[src/rtl/cover_collector_pkg.sv]
// Shared definitions for the toggle-coverage collector: default geometry
// and the collector state encoding.
package cover_collector_pkg;

    localparam int DEFAULT_WIDTH      = 16;
    localparam int DEFAULT_NUM_GROUPS = 8;
    localparam int DEFAULT_FIFO_DEPTH = 8;

    typedef enum logic {
        IDLE  = 1'b0,
        DRAIN = 1'b1
    } state_t;

endpackage

[src/rtl/cover_collector_fifo.sv]
// Synchronous index FIFO with full/empty flags. A push is taken only when
// the FIFO is not full at the start of the cycle, so a push into a full
// FIFO is refused even if a pop happens in the same cycle.
module cover_collector_fifo #(
    parameter int DEPTH = 8,
    parameter int DW    = 7
) (
    input  logic          i_clk,
    input  logic          i_rst_n,
    input  logic          i_flush,
    input  logic          i_push,
    input  logic [DW-1:0] i_data,
    input  logic          i_pop,
    output logic [DW-1:0] o_data,
    output logic          o_full,
    output logic          o_empty
);

    localparam int AW = (DEPTH > 1) ? $clog2(DEPTH) : 1;

    logic [DW-1:0] r_mem [DEPTH];
    logic [AW:0]   r_wr_ptr;
    logic [AW:0]   r_rd_ptr;
    logic          w_do_push;
    logic          w_do_pop;

    assign o_empty   = (r_wr_ptr == r_rd_ptr);
    assign o_full    = (r_wr_ptr[AW] != r_rd_ptr[AW]) &&
                       (r_wr_ptr[AW-1:0] == r_rd_ptr[AW-1:0]);
    assign w_do_push = i_push && !o_full;
    assign w_do_pop  = i_pop && !o_empty;
    assign o_data    = r_mem[r_rd_ptr[AW-1:0]];

    // Storage write; contents need no reset because the pointers gate visibility.
    always_ff @(posedge i_clk) begin
        if (w_do_push) begin
            r_mem[r_wr_ptr[AW-1:0]] <= i_data;
        end
    end

    // Pointer update; reset and flush both empty the FIFO.
    always_ff @(posedge i_clk) begin
        if (!i_rst_n || i_flush) begin
            r_wr_ptr <= '0;
            r_rd_ptr <= '0;
        end else begin
            if (w_do_push) r_wr_ptr <= r_wr_ptr + 1'b1;
            if (w_do_pop)  r_rd_ptr <= r_rd_ptr + 1'b1;
        end
    end

endmodule

[src/rtl/cover_toggle_collector.sv]
// Toggle-coverage collector: accepts per-group hit vectors, records them in
// a covered bitmap and emits the global index of every newly covered point
// exactly once through an index FIFO.
module cover_toggle_collector
    import cover_collector_pkg::*;
#(
    parameter int WIDTH      = DEFAULT_WIDTH,
    parameter int NUM_GROUPS = DEFAULT_NUM_GROUPS,
    parameter int FIFO_DEPTH = DEFAULT_FIFO_DEPTH
) (
    input  logic                                    clock,
    input  logic                                    reset,
    input  logic                                    clear,
    input  logic                                    in_valid,
    output logic                                    in_ready,
    input  logic [$clog2(NUM_GROUPS)-1:0]           in_group,
    input  logic [WIDTH-1:0]                        in_bits,
    output logic                                    out_valid,
    input  logic                                    out_ready,
    output logic [$clog2(WIDTH*NUM_GROUPS)-1:0]     out_index,
    output logic [$clog2(WIDTH*NUM_GROUPS+1)-1:0]   covered_count
);

    localparam int N   = WIDTH * NUM_GROUPS;
    localparam int GW  = $clog2(NUM_GROUPS);
    localparam int IW  = $clog2(N);
    localparam int CW  = $clog2(N + 1);
    localparam int LBW = (WIDTH > 1) ? $clog2(WIDTH) : 1;

    state_t                         r_state;
    logic                           r_in_ready;
    logic [WIDTH-1:0]               r_pending;
    logic [GW-1:0]                  r_group;
    logic [NUM_GROUPS-1:0][WIDTH-1:0] r_bitmap;
    logic [CW-1:0]                  r_count;

    logic                           w_accept;
    logic [WIDTH-1:0]               w_new;
    logic [WIDTH-1:0]               w_pending_next;
    logic [LBW-1:0]                 w_low_bit;
    logic                           w_found;
    logic [IW-1:0]                  w_push_index;
    logic                           w_push;
    logic                           w_pop;
    logic                           w_fifo_full;
    logic                           w_fifo_empty;

    assign w_accept       = in_valid && r_in_ready;
    assign w_new          = in_bits & ~r_bitmap[in_group];
    // x & (x-1) drops the lowest set bit, i.e. the one pushed this cycle.
    assign w_pending_next = r_pending & (r_pending - 1'b1);
    assign w_push         = (r_state == DRAIN) && !w_fifo_full;
    assign w_pop          = !w_fifo_empty && out_ready;
    assign w_push_index   = IW'(r_group) * IW'(WIDTH) + IW'(w_low_bit);

    assign in_ready      = r_in_ready;
    assign out_valid     = !w_fifo_empty;
    assign covered_count = r_count;

    // Priority encoder: position of the lowest pending bit.
    always_comb begin
        w_low_bit = '0;
        w_found   = 1'b0;
        for (int unsigned i = 0; i < WIDTH; i++) begin
            if (r_pending[i] && !w_found) begin
                w_low_bit = LBW'(i);
                w_found   = 1'b1;
            end
        end
    end

    // Collector FSM with bitmap, pending vector and covered count.
    always_ff @(posedge clock) begin
        if (!reset || clear) begin
            r_state    <= IDLE;
            r_in_ready <= 1'b1;
            r_pending  <= '0;
            r_group    <= '0;
            r_bitmap   <= '0;
            r_count    <= '0;
        end else begin
            if (w_accept) begin
                r_bitmap[in_group] <= r_bitmap[in_group] | in_bits;
            end
            case (r_state)
                IDLE: begin
                    if (w_accept && (w_new != '0)) begin
                        r_pending  <= w_new;
                        r_group    <= in_group;
                        r_state    <= DRAIN;
                        r_in_ready <= 1'b0;
                    end
                end
                DRAIN: begin
                    if (w_push) begin
                        r_pending <= w_pending_next;
                        r_count   <= r_count + CW'(1);
                        if (w_pending_next == '0) begin
                            r_state    <= IDLE;
                            r_in_ready <= 1'b1;
                        end
                    end
                end
                default: begin
                    r_state    <= IDLE;
                    r_in_ready <= 1'b1;
                end
            endcase
        end
    end

    cover_collector_fifo #(
        .DEPTH (FIFO_DEPTH),
        .DW    (IW)
    ) u_fifo (
        .i_clk   (clock),
        .i_rst_n (reset),
        .i_flush (clear),
        .i_push  (w_push),
        .i_data  (w_push_index),
        .i_pop   (w_pop),
        .o_data  (out_index),
        .o_full  (w_fifo_full),
        .o_empty (w_fifo_empty)
    );

endmodule

[config.mk]
export PLATFORM = sky130hd
export DESIGN_NAME = cover_toggle_collector
export DESIGN_NICKNAME = d
export VERILOG_FILES = /design/src/rtl/cover_collector_pkg.sv /design/src/rtl/cover_collector_fifo.sv /design/src/rtl/cover_toggle_collector.sv
export SDC_FILE = /design/constraint.sdc
export NUM_CORES = 1
export LEC_CHECK = 0
export BUFFER_PORTS_ARGS = -buffer_cell sky130_fd_sc_hd__buf_2
export CAP_MARGIN = 20
export CORE_AREA = 10 10 186 170
export DETAILED_ROUTE_END_ITERATION = 7
export DIE_AREA = 0 0 196 180
export GPL_TIMING_DRIVEN = 0
export RECOVER_POWER = 50
export SLEW_MARGIN = 20
export SYNTH_ARGS = -nofsm -noshare
export SYNTH_HDL_FRONTEND = slang
export SYNTH_SLANG_ARGS = --single-unit
[constraint.sdc]
create_clock -name clock -period 3 [get_ports clock]
set_input_delay 0.9 -clock clock [delete_from_list [all_inputs] [get_ports clock]]
set_output_delay 0.9 -clock clock [all_outputs]
set_load 0.05 [all_outputs]
==> flow_summary_export.csv <==
group,metric,value,unit
logic_synthesis,syn_avg_cell_area,10.1,um2
finish,fill_cells,2695,
sta,layout_setup_ws,31.9,ps
logic_synthesis,synth_top_flop_cell,"dfxtp_1",
setup_path,r2r_end,"r_state",
logic_synthesis,synthAdderAreaFrac,0.482,%
pwr,swShare,24.7,%
routing,totalWireLength,30800,um
routing,wl_per_cell,21.4,um
die,coreArea,0.0277,mm2
die,die_y,180,um
routing,dr_total_vias,8190,
sta,slew_headroom,35.5,%
die,io_pins,41,
logic_synthesis,syn_inst,976,
finish,layout.nets,1093,
pwr,power_frac_comb,10.0,%
placement,numPortBuffers,40,
global_routing,grtUsageTotal,16.3,%
setup_path,rrSetupSlack,40,ps
sta,skew,22.2,ps
routing,via_per_inst,5.67,
sta,finalSetupViolations,0,
sta,fin_crit_sh,98.9,%
sta,final_max_slew_viol_count,0,
sta,tightest_slew,955,ps
run_status,status,"finished, final reports clean",
clocking,cts_tree,"built",
logic_synthesis,synth-compound-area-share,19.4,%
logic_synthesis,synth_edf_count,56,
clocking,root_buffer,"clkbuf_16",
routing,remaining_drc_errors,0,
die,initial_core_util,35.6,%
logic_synthesis,netlist_area,0.00986,mm2
logic_synthesis,syn_nets,1003,
finish,diodes,0,
global_routing,gr-total-overflow,0,
worst_hold_path,min-delay-start,"r_bitmap[3]",
pwr,p_leak,3.93,nW
clocking,clock_sinks,224,
die,die_area,0.0353,mm2
finish,postLayoutCellArea,0.0119,mm2
logic_synthesis,synth_top_family_by_area,"compound AO/OA/AOI/OAI gates",
logic_synthesis,ys_seq_area_share,51.2,%
setup_path,worst_ep_required_time,3450,ps
clocking,clk_pin_slew,60,ps
global_routing,grt_pass1_vias,7425,
worst_hold_path,holdPathEnd,"r_bitmap[3]",
logic_synthesis,yosys.area_share.simple,14.7,%
routing,drt_iter0_markers,772,
die,die_w,196,um
routing,drtPass1Iterations,5,
pwr,p_clk_share,43.9,%
worst_hold_path,hold_path_class,"flip-flop to flip-flop",
logic_synthesis,synth_seq_cells,224,
global_routing,grt_max_degree,14,
setup_path,crit_type,"input port to flip-flop",
sta,period_needed,2970,ps
finish,area_delta_synth_final,20.9,%
clocking,clkLatencyLatePin,530,ps
logic_synthesis,yosysTopAreaCellShare,34.1,%
logic_synthesis,ys_types,58,
placement,post-place-ws,-950,ps
sta,fin_setup_tns,0,ps
global_routing,grt_pass1_wl,45800,um
die,rows,58,
pwr,powerDensity,578,mW/mm2
logic_synthesis,synth_xor_area_share,1.42,%
routing,ant_nets,0,
logic_synthesis,yosysTopAreaCell,"dfxtp_1",
logic_synthesis,synth-async-reset-ratio,0,%
setup_path,critPathMaxFanout,10,
sta,hold_violations,0,
clocking,cts_inserted_buffers,25,
clocking,htreeDepth,1,
pwr,switching_power,1.70,mW
placement,dpl_cell_area,0.0106,mm2
global_routing,antenna_found_initial,0,
clocking,cts_hold_buf,0,
pwr,intPower,5.18,mW
placement,hpwlAfterDp,21000,um
pwr,p_seq_share,46.0,%
setup_path,worstPathArrival,3420,ps
sta,rsz0062_at_grt,"true",
pwr,ir_drop,0.481,mV
clocking,cts_buffer_depth,3,
job,cap_violations,0,
placement,routabilityCongestion,0.886,
logic_synthesis,synthMuxAreaShare,8.59,%
setup_path,rr_startpoint,"r_pending[0]",
logic_synthesis,yosys_warnings,0,
setup_path,r2r.worst_path.cells,8,
sta,max_freq,337,MHz
finish,drive_gt1_share,15.7,%
logic_synthesis,ys_top_cells_by_area,"dfxtp_1 34%, edfxtp_1 17%, a211oi_1 12%",
worst_hold_path,hold_depth,2,
setup_path,critPathCaptureType,"flip-flop",
setup_path,critPathLaunchType,"input port",
final cells by class:
cell class	instances	area, um2	share of cell area [%]
clock buffers	34	669	5.62
plain buffers	74	464	3.90
clock inverters	11	133	1.11
inverters	14	52.6	0.441
repair buffers	67	493	4.14
flip-flops and latches	224	5050	42.4
multi-input cells	660	4600	38.6
well taps	360	450	3.78
cells by family (layout without fill, tap and decap cells):
group / Yosys count / in the layout
and+or+nand+nor: 319 / 319
DFF: 224 / 224
AOI/OAI and AO/OA: 255 / 255
xor gates and xnor gates: 16 / 16
adders and majority gates: 4 / 4
muxes: 66 / 66
buffers and inverters: 92 / 200
worst max-delay path: stages:
cell	delay, ps
buf_4	150
buf_12	150
and2_2	280
nand2_1	160
a41oi_4	190
or4_4	600
or4_4	590
nand2_1	190
mux2i_1	200
per-layer routing:
| metal | vias up | wire (um) | GRT usage [%] |
|---|---|---|---|
| met4 | 0 | 743 | 4.79 |
| met3 | 51 | 2330 | 3.70 |
| met5 | - | 0 | 0 |
| li1 | 3830 | - | - |
| met2 | 290 | 13700 | 25.0 |
| met1 | 4019 | 14100 | 22.5 |
per-stage QoR:
step | power, mW | hold WS (ps) | util, % | std cells
6_report | 6.88 | 493 | 43.0 | 1444
5_1_grt | 7.11 | 509 | 43.0 | 1444
4_1_cts | 6.87 | 495 | 41.9 | 1431
3_5_place_dp | 3.84 | 487 | 38.3 | 1378
3_3_place_gp | 3.84 | 484 | 38.1 | 1376
2_1_floorplan | 3.62 | 474 | - | 976
cell usage after synthesis, types with 3 or more instances:
| cell | count |
|---|---|
| a21oi_1 | 24 |
| nor2b_1 | 22 |
| and2b_1 | 3 |
| o21ai_0 | 8 |
| buf_1 | 3 |
| o31ai_1 | 3 |
| nor2_1 | 176 |
| a31o_1 | 6 |
| a41oi_1 | 15 |
| nor3_1 | 11 |
| dfxtp_1 | 168 |
| o41a_1 | 5 |
| a221o_1 | 4 |
| ha_1 | 3 |
| nand2_1 | 51 |
| nand2b_1 | 5 |
| mux2_2 | 7 |
| a22oi_1 | 6 |
| o21a_1 | 3 |
| mux4_2 | 14 |
| a2111o_1 | 3 |
| buf_2 | 4 |
| nor4_1 | 13 |
| or2_1 | 3 |
| xnor2_1 | 7 |
| nand3_1 | 11 |
| inv_1 | 14 |
| xor2_1 | 9 |
| nor3b_1 | 3 |
| nand4_1 | 8 |
| a2111oi_0 | 3 |
| o211ai_1 | 7 |
| a211oi_1 | 154 |
| edfxtp_1 | 56 |
| mux2i_1 | 43 |
| buf_6 | 7 |
| clkbuf_1 | 61 |
| o22ai_1 | 4 |
timing repair:
item,in CTS,in global routing
gates resized for setup,36,47
setup buffers,10,11
gates cloned,2,2
pin swaps,10,11
endpoints found under the hold margin,0,0
setup endpoints to repair,38,52
layout by cell type (no fill, tap or decap), types with 4 or more instances in the layout:
master,count
buf_4,27
a211oi_1,149
a21oi_2,4
nand4_1,8
mux4_2,14
buf_12,9
nand3_1,11
inv_1,14
buf_2,25
a21oi_1,20
nor2_2,4
a221o_1,4
clkbuf_1,74
a211oi_2,5
a22oi_1,4
o211ai_1,7
xnor2_1,7
nor4_1,11
a41oi_1,12
o22ai_1,4
mux2_2,7
a31o_1,6
o21ai_0,8
edfxtp_1,56
dfxtp_1,166
clkbuf_16,27
xor2_1,9
nand2_1,48
o41a_1,5
nor2_1,172
buf_6,6
mux2i_1,43
nor3_1,7
nor2b_1,19
worst max-delay path by stage:
stage | from | endpoint | slack [ps] | cells after the start
after detailed placement | in_group[1] | in_ready | -950 | 9
after floorplan | in_group[0] | r_pending[14] | -120 | 9
final | in_group[2] | r_pending[12] | 30 | 9
after global placement | in_group[1] | in_ready | -990 | 9
after global routing | in_group[0] | r_pending[7] | -30 | 13
after CTS | in_group[0] | r_group[2] | 0.6 | 10
registers in the layout, indices dropped and copies added, names as in the netlist, named ones only:
name / count
r_state: 1
in_ready: 1
u_fifo.r_rd_ptr: 4
r_bitmap: 128
covered_count: 8
r_group: 3
u_fifo.r_wr_ptr: 4
u_fifo.r_mem: 56
r_pending: 16
power by group through the flow:
stage / sequential (mW) / combinational (mW) / clock (mW)
3_3_place_gp: 3.23 / 0.603 / 0
3_5_place_dp: 3.23 / 0.606 / 0
4_1_cts: 3.17 / 0.634 / 3.07
6_report: 3.17 / 0.691 / 3.03
5_1_grt: 3.17 / 0.735 / 3.21
2_1_floorplan: 3.23 / 0.394 / 0
Note: power is estimated with default switching activity, not from simulation.
